[config.mk]
export PLATFORM = sky130hd
export DESIGN_NAME = sequential_unsigned_div
export DESIGN_NICKNAME = d
export VERILOG_FILES = /design/src/rtl/div_pkg.sv /design/src/rtl/div_step.sv /design/src/rtl/sequential_unsigned_div.sv
export SDC_FILE = /design/constraint.sdc
export NUM_CORES = 1
export LEC_CHECK = 0
export ABC_AREA = 1
export CAP_MARGIN = 25
export CORE_MARGIN = 2
export CORE_UTILIZATION = 30
export DETAILED_ROUTE_END_ITERATION = 10
export DONT_BUFFER_PORTS = 1
export SLEW_MARGIN = 20
export SYNTH_ARGS = -nofsm -noshare
export SYNTH_HDL_FRONTEND = slang
export SYNTH_SLANG_ARGS = --single-unit
[constraint.sdc]
create_clock -name clk -period 3.1 [get_ports clk]
set_input_delay 0.31 -clock clk [delete_from_list [all_inputs] [get_ports clk]]
set_output_delay 0.31 -clock clk [all_outputs]
set_load 0.005 [all_outputs]
[src/rtl/div_pkg.sv]
// Shared widths and FSM state encodings for the sequential unsigned divider.
package div_pkg;

    localparam int unsigned NW = 16;
    localparam int unsigned DW = 8;

    localparam logic [1:0] S_IDLE = 2'd0;
    localparam logic [1:0] S_CALC = 2'd1;
    localparam logic [1:0] S_DONE = 2'd2;

endpackage

[src/rtl/div_step.sv]
// One radix-2 restoring iteration: shift in a dividend bit, compare, conditionally subtract.
module div_step #(
    parameter int unsigned DW = div_pkg::DW
) (
    input  logic [DW-1:0] i_part,
    input  logic          i_bit,
    input  logic [DW-1:0] i_div,
    output logic [DW-1:0] o_rem,
    output logic          o_qbit
);

    logic [DW:0]   w_shift;
    logic          w_ge;
    logic [DW-1:0] w_diff;

    // The true difference is always < divisor, so DW bits of the subtraction suffice.
    always_comb begin
        w_shift = {i_part, i_bit};
        w_ge    = (w_shift >= {1'b0, i_div});
        w_diff  = w_shift[DW-1:0] - i_div;
        o_qbit  = w_ge;
        o_rem   = w_ge ? w_diff : w_shift[DW-1:0];
    end

endmodule

[src/rtl/sequential_unsigned_div.sv]
// Multi-cycle unsigned divider: NW restoring iterations per division, divide-by-zero short-cut.
module sequential_unsigned_div
    import div_pkg::*;
#(
    parameter int unsigned NW = div_pkg::NW,
    parameter int unsigned DW = div_pkg::DW
) (
    input  logic          clk,
    input  logic          rst,
    input  logic          start,
    input  logic [NW-1:0] a,
    input  logic [DW-1:0] b,
    output logic          busy,
    output logic          done,
    output logic          dz,
    output logic [NW-1:0] q,
    output logic [DW-1:0] r
);

    localparam int unsigned CW = $clog2(NW + 1);

    logic [1:0]    r_state;
    logic [CW-1:0] r_cnt;
    logic [DW-1:0] r_part;
    logic [NW-1:0] r_quo;
    logic [DW-1:0] r_div;
    logic [NW-1:0] r_q;
    logic [DW-1:0] r_r;
    logic          r_dz;

    logic [DW-1:0] w_rem;
    logic          w_qbit;

    // r_quo shifts dividend bits out at the top and quotient bits in at the bottom.
    div_step #(.DW(DW)) u_step (
        .i_part (r_part),
        .i_bit  (r_quo[NW-1]),
        .i_div  (r_div),
        .o_rem  (w_rem),
        .o_qbit (w_qbit)
    );

    always_ff @(posedge clk or posedge rst) begin
        if (rst) begin
            r_state <= S_IDLE;
            r_cnt   <= '0;
            r_part  <= '0;
            r_quo   <= '0;
            r_div   <= '0;
            r_q     <= '0;
            r_r     <= '0;
            r_dz    <= 1'b0;
        end else begin
            case (r_state)
                S_IDLE, S_DONE: begin
                    if (start) begin
                        if (b == '0) begin
                            r_state <= S_DONE;
                            r_q     <= '1;
                            r_r     <= '1;
                            r_dz    <= 1'b1;
                        end else begin
                            r_state <= S_CALC;
                            r_cnt   <= CW'(NW);
                            r_dz    <= 1'b0;
                            r_part  <= '0;
                            r_quo   <= a;
                            r_div   <= b;
                        end
                    end else begin
                        r_state <= S_IDLE;
                    end
                end
                S_CALC: begin
                    r_part <= w_rem;
                    r_quo  <= {r_quo[NW-2:0], w_qbit};
                    r_cnt  <= r_cnt - CW'(1);
                    // Final iteration: results are taken straight from the step outputs.
                    if (r_cnt == CW'(1)) begin
                        r_state <= S_DONE;
                        r_q     <= {r_quo[NW-2:0], w_qbit};
                        r_r     <= w_rem;
                    end
                end
                default: r_state <= S_IDLE;
            endcase
        end
    end

    always_comb begin
        busy = (r_state == S_CALC);
        done = (r_state == S_DONE);
        dz   = r_dz;
        q    = r_q;
        r    = r_r;
    end

endmodule
# After elaboration in Yosys (flattened, before gate mapping)
# Cells that the tools add are included.
# word_totals
register_bits,64
input_bits,27
output_inout_bits,27
word_cells,50
# classes
n_addsub,2
magnitude_cmp,1
n_eq_ne,7
muxes,23
bitwise_logic,1
n_reduce_logical,8
# op_table
cell,n
$mux W16,5
$pmux W16 S2,2
$mux W8,6
$pmux W8 S2,2
$mux W5,2
$pmux W5 S2,1
$ge A9 B8 Y1,1
$logic_not A8 Y1,1
$sub A8 B8 Y8,1
$mux W2,3
$ne A2 B2 Y1 const B,3
$reduce_and A3 Y1,2
$eq A5 B1 Y1 const B,1
$sub A5 B1 Y5 const B,1
$pmux W2 S2,1
$reduce_and A4 Y1,1
$eq A2 B1 Y1 const B,1
$eq A2 B2 Y1 const B,1
$logic_not A2 Y1,1
$ne A2 B1 Y1 const B,1
$reduce_and A2 Y1,1
$reduce_bool A2 Y1,1
$reduce_or A2 Y1,1
$mux W1,1
$not A1 Y1,1

# Logic depth before layout (Yosys ltp)
# Gate-level depths: netlist (run 1).
# depth
depth_word,4
mapped_depth,13
depth_no_buf,13

# Hierarchy
# A second synthesis (run 1) with hierarchy kept.
# unflattened
cells_unflattened,476
area_unflattened_um2,3673.5
# modules_own_cells
module,n_inst,cells_per_inst,area_per_inst_um2,seq_area_each_um2
sequential_unsigned_div,1,367,3021.6,1601.5
div_step,1,109,651.9,0.0

# Worst setup path after synthesis (run 1)
# Ideal clock, no wire load.
# synth_path
path_type,reg2reg
from,reg r_part[5]
to,"reg r_r[5], in the netlist r[5]"
setup_time_ns,0.113
t_arrival_ns,1.530
t_required_ns,2.987
path_slack_ns,1.457
stages_incl_launch_ff,12
n_path_buf,0
period_less_slack_ns,1.643
cell_sequence,dfrtp_1 -> ha_1 -> nand2_1 -> nand2_1 -> nand2_1 -> nand2_1 -> nor2_4 -> nand2_8 -> nand2_2 -> nand3_1 -> nand2_1 -> inv_1
# synth_via
elab_chain_len,4
# synth_rtl
element,line_no,text
from (decl),sequential_unsigned_div.sv:24,logic [DW-1:0] r_part;
from (signal assigned),sequential_unsigned_div.sv:75,r_part <= w_rem;
$ge A9 B8 Y1,div_step.sv:19,"w_ge = (w_shift >= {1'b0, i_div});"
$mux W8,div_step.sv:22,o_rem = w_ge ? w_diff : w_shift[DW-1:0];
$mux W8,sequential_unsigned_div.sv:79,if (r_cnt == CW'(1)) begin
$pmux W8 S2,sequential_unsigned_div.sv:54,case (r_state)
to (signal assigned),sequential_unsigned_div.sv:82,r_r <= w_rem;
to (decl),sequential_unsigned_div.sv:28,logic [DW-1:0] r_r;
# No other way between the ends. The select of a mux whose other input is x is not followed.
# A chain may end at the register's enable or synchronous reset.

# Final worst setup path (run 1)
# layout_path
from,reg r_state[0]
to,reg r_quo[2]
# layout_via
elab_chain_len,4
elab_cells_between_ends,9
classes_between,eq/ne: 4; mux: 1; reduce/logical: 4
# layout_rtl
element,line_no,text
from (decl),sequential_unsigned_div.sv:22,logic [1:0] r_state;
from (signal assigned),sequential_unsigned_div.sv:45,r_state <= S_IDLE;
from (signal assigned),sequential_unsigned_div.sv:58,r_state <= S_DONE;
from (signal assigned),sequential_unsigned_div.sv:63,r_state <= S_CALC;
$eq A2 B2 Y1 or $logic_not A2 Y1 (tied branches),sequential_unsigned_div.sv:54,
$reduce_or A2 Y1,sequential_unsigned_div.sv:54,
$ne A2 B2 Y1 (no line) or $reduce_bool A2 Y1 (tied branches),-,
$reduce_and A3 Y1 (no line),-,
to (signal assigned),sequential_unsigned_div.sv:76,"r_quo <= {r_quo[NW-2:0], w_qbit};"
to (decl),sequential_unsigned_div.sv:25,logic [NW-1:0] r_quo;
# Several ways; a longest one is shown, not always the timed one.

==> results.tsv, run 1 <==
metric	value	unit
run_status	finished, violations left	
violations	negative hold slack	
reg2regPathDepth	7	
avgSynthCellArea	8.301	sq um
via_per_inst	4.737	
worstSetupPathType	flip-flop to flip-flop	
layout_common_cells	123 x nand2_1, 64 x dfrtp_1, 48 x inv_1, 27 x nor2_1, 21 x nand3_1	
p_leak	1.845	nW
multi_input_area	0.001433	sq mm
fin_nets	441	
postRouteAntennaNets	0	
dp_worst_setup_slack	1.099	ns
yosys-top-cells-area	dfrtp_1 49%, nand2_1 14%, inv_1 5.6%	
post-route-period-util	0.6457	
synthCells	397	
r2r-end	r_quo[2]	
critical_path_arrival	2.23	ns
yosysSeqAreaShare	0.4860	
cp_common_cell	inv_1	
htreeDepth	3	
io_pins	54	
startpoint_type	flip-flop	
dpl.hpwl	5.701	mm
antenna_found_initial	0	
slowest_delay	0.46	ns
dp.cells	532	
grt-ovfl-total	0	
drive_gt1_frac	0.1397	
drc	0	
cts.sinks	64	
cts_buffer_depth	2	
initialDrtViolationCount	165	
fill_cells	1125	
fin_area	0.003641	sq mm
rsz0062_at_grt	false	
rows	38	
place_congestion	0.9535	
final_common_cell	nand2_1	
cts_setup_buffers	0	
min_period	2.002	ns
dpl-instance-area	0.003442	sq mm
fin_skew	0.008251	ns
power	4.644	mW
route.vias.total	2596	
wl	7.840	mm
die_w	108.8	um
fmax	499.6	MHz
clk_latency	0.35	ns
tns	0	ns
power.density	1275	mW/mm^2
grt_pass1_wl	13.38	mm
worstSetupStartpoint	r_state[0]	
numCtsBuffers	9	
grt_max_degree	49	
maxCapViolations	0	
grt_usage	0.1468	
worst-path-max-fanout	17	
crit_path_end_kind	flip-flop	
reg2reg_slack	1.10	ns
slew-limit-headroom	0.4360	
netlist.area_leader.share	0.4860	
diodes	0	
grt_pass1_vias	2702	
worstReg2RegStart	r_state[0]	
core_area	0.01079	sq mm
ys_ff_latch	64	
drt-wirelength-per-cell	14.31	um
finalHoldViolCount	35	
dieArea	0.01184	sq mm
crit_slowest_cell	inv_1	
hold_path.class	input port to asynchronous set/reset pin	
setup-violations-final	0	
port-buffer-count	0	
cts_hold_buf	0	
area_growth_syn_to_layout	10.48	%
ys_warn_count	0	
synth_area	0.003296	sq mm
synth.distinct_cells	32	
cts_resized	0	
worst_slew_pin_slew	0.8450	ns
ir_drop	0.0004236	V
final_core_util	0.3374	
cts.root.buffer_cell	clkbuf_8	
cp_cell_sequence	inv_1 -> nor2_2 -> buf_4 -> inv_1 -> nand2_4 -> inv_2 -> a21oi_1	
hold_slack	-0.01707	ns
final-seq-area	0.001602	sq mm
drt_pass1_iterations	4	
cp_data_required_time	3.33	ns
synth_area_leader_cell	dfrtp_1	
cts_tree	built	
maxSlewViolCount	0	
synth_nets	435	
die_h	108.8	um
initial_core_util	0.3054	
clk_pin_slew_worst_paths	0.07	ns
stdcell_count	548	
setup_slack	1.098	ns
synth_stat cells:
master	instances
o211ai_1	6
nor2_2	3
nand2_4	2
o22a_1	6
buf_2	4
buf_6	2
o21ai_0	11
nor3_1	1
dfrtp_1	64
clkbuf_1	1
nor2_1	28
o21ai_2	2
o21ai_1	1
nor2_4	2
o211ai_2	1
nand4_1	5
inv_1	49
or2_2	10
ha_1	10
xnor2_1	1
xor2_1	3
fa_1	1
inv_2	3
o21ai_4	1
a21oi_1	13
o22ai_1	9
nand3_2	2
nand2_1	123
nand2_8	1
nand3_1	21
nand2_2	8
buf_4	3
routing by layer:
| layer | up-vias | routed length, um | global-route usage |
|---|---|---|---|
| met5 | - | 0 | 0 |
| met4 | 0 | 225 | 0.07692 |
| met3 | 18 | 478 | 0.03825 |
| met2 | 76 | 3742 | 0.2388 |
| met1 | 1225 | 3394 | 0.1786 |
| li1 | 1277 | - | - |
kinds of logic after synthesis:
family	share of synthesized area
XOR/XNOR	0.01063
AND/OR/NAND/NOR	0.2806
adder cells (fa/ha/maj)	0.04404
buffers and inverters	0.08011
AO/OA/AOI/OAI	0.09871
flip-flops	0.4860
sequential cells by signal (all words and copies together), names as in the netlist:
| name | count |
|---|---|
| q | 16 |
| r_quo | 16 |
| r | 8 |
| r_div | 8 |
| r_part | 8 |
| r_cnt | 5 |
| r_state | 2 |
| dz | 1 |
area by class of cell:
cell class | instances | share of cell area
multi-input combinational | 271 | 0.3935
clock buffer | 11 | 0.03883
clock inverter | 5 | 0.01546
inverter | 52 | 0.05395
tap | 140 | 0.04811
sequential | 64 | 0.4399
timing repair buffer | 5 | 0.01031
critical path: cells and delay by family, from the launching register on:
family | cells | cell delay [ns]
flip-flops | 1 | 0.38
AO/OA/AOI/OAI | 1 | 0.12
buffers and inverters | 4 | 1.05
AND/OR/NAND/NOR | 2 | 0.32
report_power, final:
group	leakage (nW)	switching (mW)	internal, mW
clock	0.0993	0.345	0.392
sequential	0.763	0.296	1.25
combinational	0.983	1.48	0.884
how the worst max path moves through the flow:
stage	end	slack (ns)
2_1_floorplan	dz	1.19
3_3_place_gp	r_quo[3]	1.10
3_5_place_dp	r_quo[2]	1.10
4_1_cts	r_quo[2]	1.09
5_1_grt	r_quo[9]	0.87
6_report	r_quo[2]	1.10
No activity file was read; power rests on OpenSTA's default activity.
==> run 2: changes to the inputs <==
==> constraint.sdc (replaced) <==
create_clock -name clk -period 1.7 [get_ports clk]
set_input_delay 0.17 -clock clk [delete_from_list [all_inputs] [get_ports clk]]
set_output_delay 0.17 -clock clk [all_outputs]
set_load 0.005 [all_outputs]
==> run 2 against run 1 <==
- the run ends with negative setup slack left
- die area is the same
- critical path depth grew 4
- register-to-register slack lost 1.2 ns
- maximum frequency grew 14%
- clock skew grew 0.00095 ns
- clock power grew 75%
- non-clock buffer count grew 53
- via count grew 9.4%
- worst setup slack lost 1.2 ns
- count of clock-buffer cells in the layout shrank 1
- total power grew 130%
- critical path type unchanged
- largest power group unchanged
- highest routed layer unchanged
==> results.tsv, run 2 (synthesized netlist as in run 1, its figures left out) <==
metric	value	unit	change
run_status	finished, violations left		unchanged
violations	negative setup slack		was negative hold slack
cts.root.buffer_cell	clkbuf_8		unchanged
cp_top_family	simple AND/OR/NAND/NOR gates		was buffers and inverters
fin_skew	0.009202	ns	was 0.008251 ns
p_leak	2.148	nW	was 1.845 nW
critical_path_arrival	2.00	ns	was 2.23 ns
pwr-share-clk	0.121		was 0.159
setup-violations-final	16		was 0
clk_pin_slew_worst_paths	0.07	ns	about the same
power_switching	4.783	mW	was 2.117 mW
initialDrtViolationCount	184		was 165
fin_area	0.004417	sq mm	was 0.003641 sq mm
power	10.73	mW	was 4.644 mW
grt_pass1_wl	14.54	mm	was 13.38 mm
clk_latency	0.35	ns	about the same
final_core_util	0.4092		was 0.3374
layout_common_cells	109 x nand2_1, 62 x dfrtp_1, 40 x inv_1, 33 x buf_4, 24 x nor2_1		was 123 x nand2_1, 64 x dfrtp_1, 48 x inv_1, 27 x nor2_1, 21 x nand3_1
dpl.hpwl	5.938	mm	was 5.701 mm
die_w	108.8	um	unchanged
rows	38		unchanged
cp_common_cell	nand2_2		was inv_1
fin_nets	496		was 441
rsz0062_at_grt	true		was false
hold_path.class	input port to flip-flop		was input port to asynchronous set/reset pin
via_per_inst	4.710		was 4.737
drt-wirelength-per-cell	14.38	um	was 14.31 um
initial_core_util	0.3054		unchanged
slew-limit-headroom	0.5988		was 0.4360
slowest_delay	0.44	ns	was 0.46 ns
diodes	0		unchanged
crit_slowest_cell	dfrtp_1		was inv_1
cts_tree	built		unchanged
switching_share	0.4456		was 0.4558
wl	8.674	mm	was 7.840 mm
worstSetupPathType	flip-flop to flip-flop		unchanged
cts_buffer_depth	2		unchanged
dieArea	0.01184	sq mm	unchanged
maxCapViolations	0		unchanged
htreeDepth	3		unchanged
cp_data_required_time	1.94	ns	was 3.33 ns
power.density	2430	mW/mm^2	was 1275 mW/mm^2
grt-ovfl-total	0		unchanged
startpoint_type	flip-flop		unchanged
cp.buffers_inverters	2		was 4
maxSlewViolCount	0		unchanged
post-route-period-util	1.037		was 0.6457
dpl-instance-area	0.003608	sq mm	was 0.003442 sq mm
worst-path-max-fanout	5		was 17
core_area	0.01079	sq mm	unchanged
power.share.combinational	0.611		was 0.508
drt_pass1_iterations	4		unchanged
crit_path_end_kind	flip-flop		unchanged
intPower	5.950	mW	was 2.527 mW
final_common_cell	nand2_1		unchanged
postRouteAntennaNets	0		unchanged
io_pins	54		unchanged
fmax	567.5	MHz	was 499.6 MHz
die_h	108.8	um	unchanged
route.vias.total	2840		was 2596
area_growth_syn_to_layout	34.02	%	was 10.48%
antenna_found_initial	0		unchanged
drive_gt1_frac	0.3024		was 0.1397
setup_slack	-0.06224	ns	was 1.098 ns
reg2reg_slack	-0.06	ns	was 1.10 ns
port-buffer-count	0		unchanged
cts.sinks	64		unchanged
cp_cell_sequence	ha_4 -> nand2_2 -> nand2_2 -> nand2_2 -> nand2_2 -> nor2_4 -> buf_12 -> nand2_8 -> buf_4 -> nor2_2 -> nor2_1		was inv_1 -> nor2_2 -> buf_4 -> inv_1 -> nand2_4 -> inv_2 -> a21oi_1
worst_slew_pin_slew	0.6005	ns	was 0.8450 ns
power.share.sequential	0.269		was 0.333
grt_pass1_vias	2967		was 2702
drc	0		unchanged
grt_max_degree	42		was 49
numCtsBuffers	9		unchanged
min_period	1.762	ns	was 2.002 ns
finalHoldViolCount	0		was 35
grt_usage	0.1606		was 0.1468
ir_drop	0.0008778	V	was 0.0004236 V
place_congestion	0.9027		was 0.9535
==> run 2: repair_timing <==
action,4_1_cts,5_1_grt
hold buffers,20,1
buffers inserted,7,4
setup endpoints to repair,18,24
pin swaps,14,25
cloned,2,1
resized for setup,27,31
hold endpoints to repair,42,1
==> run 2: power groups by stage <==
stage	Clock, mW	Sequential, mW	Combinational (mW)
after floorplan	0	2.67	3.56
after global placement	0	2.83	4.70
after detailed placement	0	2.84	4.83
after CTS	1.34	2.88	5.73
after global routing	1.42	2.99	7.30
final	1.29	2.88	6.56
==> run 2: layout make-up <==
| type | count | area [sq um] |
|---|---|---|
| multi-input combinational | 273 | 1705 |
| sequential | 64 | 1604 |
| timing repair buffer | 58 | 534.3 |
| clock inverter | 6 | 58.81 |
| clock buffer | 10 | 137.6 |
| tap | 140 | 175.2 |
| fill | 1055 | 6376 |
| inverter | 52 | 201.4 |
==> run 2: worst paths after layout <==
kind / from / to / depth (start not counted)
max in group asynchronous: rst / r_part[0] / 3
min reg2reg: r_quo[7] / r_quo[7] / 2
min in group asynchronous: rst / r_quo[11] / 2
max: r_part[5] / r_quo[0] / 11
max reg2reg: r_part[5] / r_quo[0] / 11
min: a[11] / r_quo[11] / 2
==> run 2: worst register-to-register path, delay by kind of cell (launching register included) <==
kind	cells	cell delay [ns]
buffers and inverters	2	0.31
and+or+nand+nor	8	0.63
adders and majority gates	1	0.29
DFF	1	0.44
==> run 2: routing by layer <==
metal  vias to the layer above  wire [um]  global-route usage
li1                       1390          -                   -
met2                        77       4286              0.2692
met5                         -          0                   0
met3                        16        633             0.05738
met1                      1357       3543              0.1874
met4                         0        211             0.06410
==> run 2: through the flow <==
stage / hold WS, ns / setup TNS, ns / worst slack, ns / instances
floorplan: 0.2910 / 0 / 0.05717 / 397
CTS: 0.002674 / -0.1190 / -0.03499 / 597
detailed placement: 0.1299 / -2.304 / -0.1863 / 552
global placement: 0.1279 / -1.506 / -0.1280 / 552
finish: 0.01656 / -0.4759 / -0.06224 / 603
global route: 0.01176 / -2.377 / -0.1422 / 603
==> RTL change 1, RTL diff (settings of run 2) <==
Change the package constant `NW` from 16 to 32.
--- a/src/rtl/div_pkg.sv
+++ b/src/rtl/div_pkg.sv
@@ -1,7 +1,7 @@
 // Shared widths and FSM state encodings for the sequential unsigned divider.
 package div_pkg;
 
-    localparam int unsigned NW = 16;
+    localparam int unsigned NW = 32;
     localparam int unsigned DW = 8;
 
     localparam logic [1:0] S_IDLE = 2'd0;
Ports: changed (resized a and q); port bits go from 54 to 86. No check against the original RTL was run, so the function may have changed too.
==> RTL change 1 against run 2 <==
  * The run still ends with negative setup slack left
  * First-iteration DRC count down 3.8%
  * Final area grew 33%
  * Power rose by 24%
  * Worst setup slack worse by 0.028 ns
  * Sequential cell count grew 33
  * Hold slack worse by 0.0088 ns
  * Wire length grew 40%
  * Synthesized area increased by 36%
  * Non-clock buffer count increased by 16
  * Highest routed layer unchanged
==> RTL change 1: results (changes against run 2) <==
global_route:
  grt_pass1_wl_mm: 19.5  # +34%
  antenna_found_initial: 0  # unchanged
  grt_pass1_vias: 3819  # +29%
  track_usage_pct: 15.1  # -0.94 points
  grt_max_degree: 98  # +130%
sta:
  setup_tns_ns: -0.669  # -0.193 ns
  setup_slack_ns: -0.0907  # -0.0284 ns
  slew_headroom_pct: 65.4  # +5.5 points
  skew_ns: 0.00873  # -0.000468 ns
  setup_viol: 14  # -2
logic_synthesis:
  yosys_warnings: 0  # unchanged
  syn-num-nets: 566  # +30%
  async_flop_share_pct: 100  # unchanged
  ys_top_cells_by_area: "dfrtp_1 (54%), a21oi_1 (6.9%), nand2_1 (6.8%)"
  ys_seq_area_share_pct: 54.0  # +5.4 points
  synth_common_cells: "dfrtp_1 (97), nand2_1 (81), inv_1 (71), a21oi_1 (62), nor2_1 (47)"
  synth.distinct_cells: 33  # +3.1%
clocking:
  cts-root-buf: "clkbuf_16"
  clk_latency_ns: 0.34
  clockBufferDepth: 2  # unchanged
  cts-htree-levels: 3  # unchanged
  path_clk_slew_ns: 0.07  # about the same
  cts_made_buffers: 9  # unchanged
worst_setup_path:
  crit_path_start: "r_part[6]"
  worstPathArrival_ns: 2.01
  crit_family: "simple AND/OR/NAND/NOR gates"
  slowest_stage: "dfrtp_1"
  cp_max_fo: 4  # -1
  slowest_delay_ns: 0.41  # -0.03 ns
placement:
  pre_cts_ws_ns: -0.163  # +0.0236 ns
  placed_area_um2: 4960  # +38%
  numPortBuffers: 0  # unchanged
  place_congestion: 0.872  # -3.4%
  hpwl_mm: 8.31  # +40%
final_layout:
  drive_gt1_share_pct: 26.3  # -3.9 points
  fill_cells: 1423  # +35%
  nets: 630  # +27%
  antenna_cells: 0  # unchanged
min_path:
  min_from: "a[6]"
  hold_path_class: "input pin to flop"
drt:
  firstDrtPassIters: 4  # unchanged
  viasPerCell: 4.85  # +3.0%
  wl_per_cell_um: 15.8  # +10%
  drt_iter0_drc: 177  # -3.8%
power_and_ir_drop:
  vdd_ir_drop_max_v: 0.000738  # -16%
  p_leak_uw: 0.00274  # +28%
run_status:
  status: "complete, but fails checks"
  violations: "negative setup slack"
-- RTL change 1: kinds of logic after synthesis --
kind of cell	share of synthesized area (%)
AND/OR/NAND/NOR	18.0
AO/OA/AOI/OAI	14.9
buffers and inverters	9.24
flip-flops	54.0
adder cells (fa/ha/maj)	3.23
XOR/XNOR	0.585
-- RTL change 1: per-layer routing --
| layer | up-vias | global-route usage, % | share of wire [%] |
|---|---|---|---|
| met3 | 17 | 3.50 | 6.2 |
| met4 | 0 | 4.85 | 2.0 |
| met5 | - | 0 | 0 |
| met2 | 105 | 24.9 | 50 |
| li1 | 1794 | - | - |
| met1 | 1795 | 19.8 | 42 |
-- RTL change 1: final cells by class --
class / count / area [um^2] / share of cell area (%)
flip-flops and latches: 97 / 2430 / 41.3
multi-input cells: 313 / 1970 / 33.5
repair buffers: 74 / 667 / 11.3
inverters: 81 / 315 / 5.36
clock buffers: 12 / 246 / 4.19
well taps: 184 / 230 / 3.91
clock inverters: 4 / 27.5 / 0.468
-- RTL change 1: final timing paths --
check	to	slack, ns	depth (start not counted)
min in group asynchronous	q[7]	0.46	3
max in group asynchronous	r_part[2]	0.84	3
worst max-delay path	r_part[7]	-0.09	9
worst min-delay path	r_quo[6]	0.008	2
worst min register to register	dz	0.52	2
worst max register to register	r_part[7]	-0.09	9
-- RTL change 1: report_power, final --
| group | switching (uW) | internal [uW] |
|---|---|---|
| registers | 810 | 3410 |
| logic | 3890 | 3250 |
| clock network | 859 | 1040 |
| total | 5560 | 7700 |
-- RTL change 1: repair_timing --
action,CTS,global route
endpoints found under the setup margin,49,49
gates cloned,0,1
hold buffers,16,0
endpoints found under the hold margin,112,0
pin swaps,19,13
buffers inserted,8,11
gates resized for setup,34,43
-- RTL change 1: through the flow --
| stage | instances | hold slack [ns] |
|---|---|---|
| 6_report | 765 | 0.00775 |
| 5_1_grt | 765 | 0.00952 |
| 4_1_cts | 753 | 0.00616 |
| 3_5_place_dp | 713 | 0.245 |
| 3_3_place_gp | 713 | 0.230 |
| 2_1_floorplan | 512 | 0.291 |
==> RTL change 2, RTL diff (flow settings as in run 2) <==
Made on the original files. Reset style: synchronous (`rst`), changed in one clocked block.
--- a/src/rtl/sequential_unsigned_div.sv
+++ b/src/rtl/sequential_unsigned_div.sv
@@ -40,7 +40,7 @@
         .o_qbit (w_qbit)
     );
 
-    always_ff @(posedge clk or posedge rst) begin
+    always_ff @(posedge clk) begin
         if (rst) begin
             r_state <= S_IDLE;
             r_cnt   <= '0;
Function: differs if rst is asserted again (counterexample within 4 cycles, from zero or initial values and one cycle with rst high); with rst held inactive, the same outputs for 10 cycles.
==> RTL change 2 against run 2 <==
  * Synthesized cell count rose by 12%
  * Sequential cell count did not move
  * Worst setup slack gained 0.068 ns
  * Highest routed layer unchanged
  * Critical path depth increased by 1
  * Via count up 3.8%
  * Wire length shrank 1.2%
  * Critical path type unchanged
  * Synthesized area down 3.6%
  * Utilization down 0.76 points
  * Final area decreased by 6.1%
  * Hold slack worse by 0.0045 ns
Power is not compared: it rests on default switching activity, and its combinational part moved more than twofold at a synthesized area within 25%.
==> RTL change 2: results (changes against run 2) <==
run_status:
  status: "finished clean"
placement:
  place_congestion: 0.891  # -1.3%
  numPortBuffers: 0  # unchanged
  dp_cells: 591  # +7.1%
  placed_area_um2: 3470  # -3.7%
  pre_cts_ws_ns: -0.0708  # +0.115 ns
  hpwl_mm: 6.02  # +1.3%
power_and_ir_drop:
  p_leak_uw: 0.00195
  internal_power_uw: 2930
  combPwrFrac_pct: 32.5
drt:
  wl_per_cell_um: 13.7  # -5.0%
  wirelength_met1_mm: 3.82  # +7.9%
  dr_total_vias: 2947  # +3.8%
  firstDrtPassIters: 5  # +1
  wl_met3_um: 590  # -6.8%
  wl_mm: 8.57  # -1.2%
  drt_iter0_drc: 113  # -39%
  wl_met2_mm: 3.98  # -7.2%
logic_synthesis:
  synth.distinct_cells: 35  # +9.4%
  synth_common_cells: "nand2_1 (80), dfxtp_1 (64), inv_1 (59), nor2_1 (51), a21oi_1 (43)"
  synth-adder-area-share_pct: 4.57  # +0.16 points
  synth_xor_xnor_area_share_pct: 1.10  # +0.040 points
  synth_compound_area_share_pct: 17.2  # +7.3 points
  async_flop_share_pct: 0  # -100 points
  synth_cells: 446  # +12%
  syn-num-nets: 484  # +11%
  synth_ff_type: "dfxtp_1"
  ys_top_cells_by_area: "dfxtp_1 (40%), nand2_1 (9.5%), inv_1 (7.0%)"
  ys_seq_area_share_pct: 40.3  # -8.3 points
worst_setup_path:
  worstPathArrival_ns: 1.94  # -0.06 ns
  r2r_cells: 12  # +1
  slowest_delay_ns: 0.33  # -0.11 ns
  timing.rr.start: "r_div[6]"
  rr_endpoint: "r[2]"
  slowest_stage: "dfxtp_2"
clocking:
  cts_hold_buf: 13  # -35%
  cts-htree-levels: 3  # unchanged
  cts-resized-gates: 14  # -48%
  cts_made_buffers: 9  # unchanged
  postCtsSetupBuffers: 0  # -7
sta:
  skew_ns: 0.00899  # -0.000216 ns
  fmax_ghz: 0.590  # +4.0%
  slew_headroom_pct: 58.7  # -1.2 points
  hold_slack_ns: 0.0121  # -0.00449 ns
global_route:
  grt_max_degree: 35  # -17%
  grt_use_met2_pct: 25.2  # -1.8 points
  track_usage_pct: 15.4  # -0.64 points
  grt_pass1_wl_mm: 13.7  # -5.9%
  use_met3_pct: 5.90  # +0.16 points
  use_met1_pct: 18.6  # -0.094 points
  grt_pass1_vias: 2823  # -4.9%
final_layout:
  antenna_cells: 0  # unchanged
  nets: 524  # +5.6%
  fill_cells: 1040  # -1.4%
  drive_gt1_share_pct: 26.7  # -3.6 points
min_path:
  min_from: "a[5]"
  min_to: "r_quo[5]"
  hold_path_class: "input pin to flop"
-- RTL change 2: changes by cell type in the layout (fill, tap and decap cells not counted), moves of 13 or more --
cell            run 2  this run
dfrtp_1            62         0
dfxtp_2             0        13
dfxtp_1             0        51
nand2_1           109        63
a21oi_1            11        43
o21ai_0            11        31
nor2_1             24        49
o21ai_1             1        20
-- RTL change 2: cell type report --
type                       count  area, um^2  share of cell area [%]
clock buffer                   9         124                    2.99
timing repair buffer          46         400                    9.66
sequential                    64        1300                    31.3
multi-input combinational    302        1840                    44.4
inverter                      63         236                    5.70
tap                          136         170                    4.10
clock inverter                 7        77.6                    1.87
-- RTL change 2: worst max path at each step --
stage | from | endpoint | depth (start not counted)
after floorplan | r_div[2] | r[1] | 13
after global placement | r_part[5] | r[7] | 10
after global routing | r_div[3] | r[2] | 12
final | r_div[6] | r[2] | 12
after detailed placement | r_div[2] | r[3] | 10
after CTS | r_div[6] | r[3] | 10
